===== src/rtl/q2a03_pkg.sv =====
// ---------------------------------------------------------------------------
// q2a03_pkg
// Types and constants shared by the Q2A03 bus blocks (CPU core, sprite DMA).
//   byte_t / word_t  : data byte and bus address types used by the CPU core
//   dma_state_t      : sprite DMA sequencer states
//   *_DEFAULT        : default register-port addresses and transfer length
// ---------------------------------------------------------------------------
package q2a03_pkg;

    typedef logic [7:0]  byte_t;
    typedef logic [15:0] word_t;

    localparam word_t       DMA_PORT_DEFAULT = 16'h4014;
    localparam word_t       OAM_PORT_DEFAULT = 16'h2004;
    localparam int unsigned XFER_LEN_DEFAULT = 32'd256;

    typedef enum logic [2:0] {
        IDLE  = 3'd0,
        WAIT  = 3'd1,
        HALT  = 3'd2,
        ALIGN = 3'd3,
        READ  = 3'd4,
        WRITE = 3'd5
    } dma_state_t;

    // Source address of byte 'index' inside page $NN00.
    function automatic word_t page_addr(input byte_t page, input byte_t index);
        return {page, index};
    endfunction

    // True when the CPU cycle is a write to the given register port.
    function automatic logic is_port_write(input word_t addr, input logic rdwr,
                                           input word_t port);
        return (rdwr == 1'b0) && (addr == port);
    endfunction

endpackage


===== src/rtl/q2a03_oam_dma.sv =====
// ---------------------------------------------------------------------------
// q2a03_oam_dma
// Sprite DMA engine on the Q2A03 CPU bus. A CPU write of page number NN to
// DMA_PORT halts the CPU (cpu_ready=0), then the engine owns the bus and
// copies XFER_LEN bytes from $NN00.. to OAM_PORT, one read/write pair per
// two CPU cycles, reads always on get (parity 0) cycles.
//
// Ports
//   G_clock      in   system clock
//   G_reset      in   synchronous active-high reset (wins over cpu_tick)
//   cpu_tick     in   one-clock pulse at the end of each CPU cycle
//   cpu_addr     in   CPU address of the cycle that is ending
//   cpu_wr_data  in   CPU write data
//   cpu_rdwr     in   CPU direction, 1 = read, 0 = write
//   bus_rd_data  in   read data from the muxed bus
//   cpu_ready    out  CPU ready input, 0 = halt
//   dma_active   out  DMA owns the bus this CPU cycle
//   dma_addr     out  DMA bus address
//   dma_wr_data  out  DMA write data
//   dma_rdwr     out  DMA direction, 1 = read, 0 = write
// All outputs are registered and change only on cpu_tick (or reset).
// ---------------------------------------------------------------------------
module q2a03_oam_dma
    import q2a03_pkg::*;
#(
    parameter word_t       DMA_PORT = DMA_PORT_DEFAULT,
    parameter word_t       OAM_PORT = OAM_PORT_DEFAULT,
    parameter int unsigned XFER_LEN = XFER_LEN_DEFAULT
) (
    input  logic        G_clock,
    input  logic        G_reset,
    input  logic        cpu_tick,
    input  logic [15:0] cpu_addr,
    input  logic [7:0]  cpu_wr_data,
    input  logic        cpu_rdwr,
    input  logic [7:0]  bus_rd_data,
    output logic        cpu_ready,
    output logic        dma_active,
    output logic [15:0] dma_addr,
    output logic [7:0]  dma_wr_data,
    output logic        dma_rdwr
);

    localparam byte_t LAST_INDEX = byte_t'(XFER_LEN - 32'd1);

    dma_state_t state_r,  state_s;
    byte_t      page_r,   page_s;
    byte_t      index_r,  index_s;
    logic       parity_r;

    logic       cpu_ready_r,   cpu_ready_s;
    logic       dma_active_r,  dma_active_s;
    word_t      dma_addr_r,    dma_addr_s;
    byte_t      dma_wr_data_r, dma_wr_data_s;
    logic       dma_rdwr_r,    dma_rdwr_s;

    logic       trigger_s;
    byte_t      index_inc_s;

    assign trigger_s   = is_port_write(cpu_addr, cpu_rdwr, DMA_PORT) && !dma_active_r;
    assign index_inc_s = index_r + 8'd1;

    // Next-state and next-output decode; everything holds unless a state moves it.
    always_comb begin
        state_s       = state_r;
        page_s        = page_r;
        index_s       = index_r;
        cpu_ready_s   = cpu_ready_r;
        dma_active_s  = dma_active_r;
        dma_addr_s    = dma_addr_r;
        dma_wr_data_s = dma_wr_data_r;
        dma_rdwr_s    = dma_rdwr_r;

        case (state_r)
            IDLE: begin
                if (trigger_s) begin
                    page_s      = cpu_wr_data;
                    index_s     = 8'd0;
                    cpu_ready_s = 1'b0;
                    state_s     = WAIT;
                end else begin
                    state_s = IDLE;
                end
            end

            // The CPU only honours RDY on read cycles, so keep waiting
            // through its write cycles (e.g. a JSR push sequence).
            WAIT: begin
                if (cpu_rdwr) begin
                    dma_active_s = 1'b1;
                    dma_rdwr_s   = 1'b1;
                    state_s      = HALT;
                end else begin
                    state_s = WAIT;
                end
            end

            // parity_r is the parity of the cycle now ending; the next cycle
            // is a get cycle only when this one is a put cycle.
            HALT: begin
                dma_rdwr_s = 1'b1;
                if (parity_r == 1'b1) begin
                    dma_addr_s = page_addr(page_r, index_r);
                    state_s    = READ;
                end else begin
                    state_s = ALIGN;
                end
            end

            ALIGN: begin
                dma_rdwr_s = 1'b1;
                dma_addr_s = page_addr(page_r, index_r);
                state_s    = READ;
            end

            READ: begin
                dma_wr_data_s = bus_rd_data;
                dma_addr_s    = OAM_PORT;
                dma_rdwr_s    = 1'b0;
                state_s       = WRITE;
            end

            // The index only wraps after the last write, so the source
            // address never leaves the page.
            WRITE: begin
                index_s    = index_inc_s;
                dma_rdwr_s = 1'b1;
                if (index_r == LAST_INDEX) begin
                    dma_active_s = 1'b0;
                    cpu_ready_s  = 1'b1;
                    state_s      = IDLE;
                end else begin
                    dma_addr_s = page_addr(page_r, index_inc_s);
                    state_s    = READ;
                end
            end

            default: begin
                dma_active_s = 1'b0;
                cpu_ready_s  = 1'b1;
                dma_rdwr_s   = 1'b1;
                state_s      = IDLE;
            end
        endcase
    end

    // State, counter, parity and output registers; advance only on cpu_tick.
    always_ff @(posedge G_clock) begin
        if (G_reset) begin
            state_r       <= IDLE;
            page_r        <= 8'd0;
            index_r       <= 8'd0;
            parity_r      <= 1'b0;
            cpu_ready_r   <= 1'b1;
            dma_active_r  <= 1'b0;
            dma_addr_r    <= 16'd0;
            dma_wr_data_r <= 8'd0;
            dma_rdwr_r    <= 1'b1;
        end else if (cpu_tick) begin
            state_r       <= state_s;
            page_r        <= page_s;
            index_r       <= index_s;
            parity_r      <= ~parity_r;
            cpu_ready_r   <= cpu_ready_s;
            dma_active_r  <= dma_active_s;
            dma_addr_r    <= dma_addr_s;
            dma_wr_data_r <= dma_wr_data_s;
            dma_rdwr_r    <= dma_rdwr_s;
        end
    end

    assign cpu_ready   = cpu_ready_r;
    assign dma_active  = dma_active_r;
    assign dma_addr    = dma_addr_r;
    assign dma_wr_data = dma_wr_data_r;
    assign dma_rdwr    = dma_rdwr_r;

endmodule


===== config.mk =====
export PLATFORM = sky130hd
export DESIGN_NAME = q2a03_oam_dma
export DESIGN_NICKNAME = d
export VERILOG_FILES = /design/src/rtl/q2a03_pkg.sv /design/src/rtl/q2a03_oam_dma.sv
export SDC_FILE = /design/constraint.sdc
export NUM_CORES = 1
export LEC_CHECK = 0
export ABC_AREA = 1
export CAP_MARGIN = 20
export CORE_MARGIN = 5
export CORE_UTILIZATION = 35
export CTS_CLUSTER_SIZE = 25
export DETAILED_ROUTE_END_ITERATION = 10
export GPL_TIMING_DRIVEN = 0
export SLEW_MARGIN = 20
export SYNTH_ARGS = -nofsm -noshare
export SYNTH_HDL_FRONTEND = slang
export SYNTH_SLANG_ARGS = --single-unit

===== constraint.sdc =====
create_clock -name G_clock -period 2.3 [get_ports G_clock]
set_clock_uncertainty 0.15 [all_clocks]
set_input_delay 0.69 -clock G_clock [delete_from_list [all_inputs] [get_ports G_clock]]
set_output_delay 0.69 -clock G_clock [all_outputs]
set_load 0.005 [all_outputs]

==> impl.org <==
** Status
- The flow ran to the end, and the final reports show no timing, DRC or antenna violations.

** Cells and area
- In the final design database the tool counted 467 nets.
- Area of combinational cells with multiple inputs :: between 1000 and 1500 um2
- Of the cells placed in the final design, the portion with a size suffix greater than 1 is roughly a tenth.
- Most common cell after layout, fill and taps aside :: sky130_fd_sc_hd__nand2_1
- Top library cells by usage in the layout, fill and taps aside :: 85 x sky130_fd_sc_hd__nand2_1, 61 x sky130_fd_sc_hd__clkdlybuf4s50_1, 58 x sky130_fd_sc_hd__nor2_1
- From synthesis to final layout, the design area changed by 34.80%.
- Number of fill cells in the layout :: around 700
- Registers take 940.9 um2.
- Non-filler cells in the finished layout :: 510
- The repair_antennas step left the layout with diodes totalling 0.

** Hold path
- The startpoint identified for the worst hold timing path is dma_wr_data[1].
- The worst hold path belongs to the class reg2reg.
- Number of cells traversed by the worst hold path :: 2
- Min-Delay Endpoint :: dma_wr_data[1]

** Flow run
- The tool flagged a number of max-cap violations equal to 0.

** Synth
- Share of async-settable or async-resettable flops after synthesis :: 0%
- Post-synthesis instance total :: 360
- Number of enable-type register cells in the synthesized netlist :: 0
- Dominant register cell in the synthesized netlist :: sky130_fd_sc_hd__dfxtp_1
- In this run the cell area of the synthesized design comes to about 2400 um2.
- A synthesized cell averages 6.652 um2.
- When the netlist entered floorplanning its net count stood at around 400.
- Flops & latches, synth :: 47
- Portion of the post-synthesis area used by sequential elements :: between 30% and 40%
- Distinct cell type count after synthesis :: 32
- Yosys warnings :: 0

** Critical path
- Highest net fanout along the worst path :: 8
- STA classifies the critical path endpoint as a register.
- Type of element launching the critical path :: primary input
- Critical path arrival :: approximately 2.2 ns
- Data required, critical path :: 2.39 ns
- Setup slack, reg-to-reg :: approximately 0.36 ns
- By startpoint and endpoint, the worst setup path is classified as in2reg.
- The endpoint identified for the worst register-to-register timing path is dma_addr[12].
- The worst register-to-register path begins at index_r[0].
- Cells on worst reg2reg path :: 9

** Place
- Detailed placement finished with a half-perimeter wire length of 4430 um.
- Placer congestion estimate :: 0.8179
- During placement, the flow inserted port buffers numbering between 60 and 70.
- DP Cell Count :: 501

** Clock network
- The later pin in the worst-skew pair is clocked with a latency of 0.30 ns.
- Bufs on Longest Clock Path :: 2
- H-tree levels :: 2
- TritonCTS built the clock tree.
- The tree is rooted in a sky130_fd_sc_hd__clkbuf_8.
- Clock-pin slew of the registers on the worst-case setup and hold paths :: ~0.08 ns
- TritonCTS sink count :: 47
- Number of CTS-inserted buffers :: 5

** GRT
- For this run, the total global-route usage over all layers was measured as between 10% and 20%.
- Antenna violations before repair :: 0
- Grt met1 use :: 18.38%
- The global routing stage identified its most utilized layer as met2.
- Grt total ovfl :: 0
- Met3 capacity usage during global routing :: 4.062%
- The via count of the first global-routing pass was 2279.
- Global-route wire length before repair :: between 10000 and 15000 um
- Met2 usage in global routing :: 23.75%
- Largest net degree at the start of global routing :: 14

** STA
- Subtracting the final worst setup slack from the clock period gives approximately 2.1 ns.
- # setup viols final :: 0
- Adding up every negative setup slack in the final design gives 0 ns.
- Setup repair after global routing missed its margin :: no
- Final hold analysis gives a worst-case slack of ~0.32 ns.
- For the pin with the worst max-slew slack, the measured transition is approximately 0.56 ns.
- Final worst-path cycle share :: between 90% and 100%
- Maximum clock frequency :: approximately 470 MHz
- Fin. max-slew vios :: 0
- Worst-case headroom to the max-slew limit :: between 60% and 70%
- Fin. Hold Viols :: 0

** Route
- Starting DRT DRC Count :: ~150
- Vias per cell :: around 4.6
- Number of routed nets with antenna violations :: 0
- Average wire per cell in the routed design :: around 12 um
- Total number of vias :: about 2.4k
- Wire length after detailed routing :: 5980 um
- Number of DRC violations after detailed routing :: 0
- Length of the first detailed-routing pass in iterations :: 4

** Die
- For this design the top-level I/O count stands at 63.
- For this configuration, the core starts out at a cell density of 35.64%.
- The initialized floorplan defines 30 standard-cell rows.
- Die outline width :: 92.72 um
- The core region is between 6000 and 7000 um2.
- The die covers ~8600 um2.
- The floorplan step set the die height to 92.72 um.

** Pwr
- Dividing total power by cell area gives a power density of around 440 nW/um2.
- Static leakage :: approximately 1.3 nW
- IR drop worst, VDD :: approximately 0.00021 V
-- what timing repair did --
item,CTS,global route
hold buffers,0,0
gates resized for setup,0,7
setup endpoints to repair,0,18
setup buffers,0,1
-- worst max-delay path by stage --
stage,from,end,cells after the start
finish,cpu_rdwr,page_r[0],10
global route,cpu_tick,dma_addr[13],7
CTS,cpu_rdwr,page_r[0],9
detailed placement,cpu_rdwr,page_r[0],9
global placement,cpu_rdwr,page_r[4],9
floorplan,cpu_rdwr,index_r[7],7
-- final cells by class --
type / count / share of cell area (%)
plain buffers: 10 / 2.209
clock buffers: 6 / 2.558
clock inverters: 1 / 0.1550
inverters: 56 / 6.899
multi-input cells: 248 / 36.78
flip-flops and latches: 47 / 29.15
well taps: 80 / 3.101
repair buffers: 62 / 19.15
-- power breakdown --
part	internal [mW]	switching, mW	total [mW]	leakage (nW)
Clock	0.236	0.273	0.509	0.0470
Combinational	0.0641	0.0468	0.111	0.905
Sequential	0.814	0.000308	0.814	0.379
Total	1.11	0.320	1.43	1.33
-- through the flow --
step / util, % / cell area (um2) / setup WS, ns / total power [mW]
after floorplan: - / 2395 / 0.4287 / 0.8714
after global placement: 46.22 / 3105 / -0.2645 / 0.9426
after detailed placement: 46.22 / 3105 / -0.2858 / 0.9432
after CTS: 47.52 / 3193 / 0.02224 / 1.452
after global routing: 48.04 / 3228 / 0.04680 / 1.492
final: 48.04 / 3228 / 0.1575 / 1.435
-- layer usage --
metal  wire length, um  vias up
met5                 0        -
met4                59        0
met3               363        6
met2              2574       72
met1              2982     1026
li1                  -     1256
-- cells in the mapped netlist (all sizes together) (2+ instances only) --
library cell / instances / area (um2)
a21oi: 18 / 93.84
o21ai: 27 / 138.9
nand3b: 2 / 15.01
dfxtp: 47 / 940.9
buf: 5 / 51.29
nand4: 10 / 62.56
inv: 55 / 211.5
nand3: 21 / 122.6
nand2: 90 / 360.3
nor2: 72 / 322.8
clkbuf: 5 / 18.77
nor3: 3 / 15.01
-- flip-flops by register name, indices dropped and copies added, names as in the netlist --
name         cells
cpu_ready        1
dma_active       1
dma_addr        16
dma_rdwr         1
dma_wr_data      8
index_r          8
page_r           8
parity_r         1
state_r          3
-- cells by family after synthesis --
| logic type | Yosys count | share of synthesized area, % |
|---|---|---|
| AOI/OAI and AO/OA | 46 | 10.03 |
| adders and majority gates | 1 | 0.5224 |
| buffers and inverters | 66 | 12.12 |
| DFF | 47 | 39.29 |
| and+or+nand+nor | 200 | 38.04 |
-- critical path: stages --
cell and delay (ns):
sky130_fd_sc_hd__clkdlybuf4s50_1 0.45, sky130_fd_sc_hd__or2_4 0.26, sky130_fd_sc_hd__nor2_4 0.11, sky130_fd_sc_hd__nand4_1 0.09
sky130_fd_sc_hd__buf_4 0.17, sky130_fd_sc_hd__nor2_4 0.20, sky130_fd_sc_hd__inv_4 0.08, sky130_fd_sc_hd__nand2_1 0.06
sky130_fd_sc_hd__inv_1 0.03, sky130_fd_sc_hd__nor2_1 0.08
Note: power is estimated with default switching activity, not from simulation.
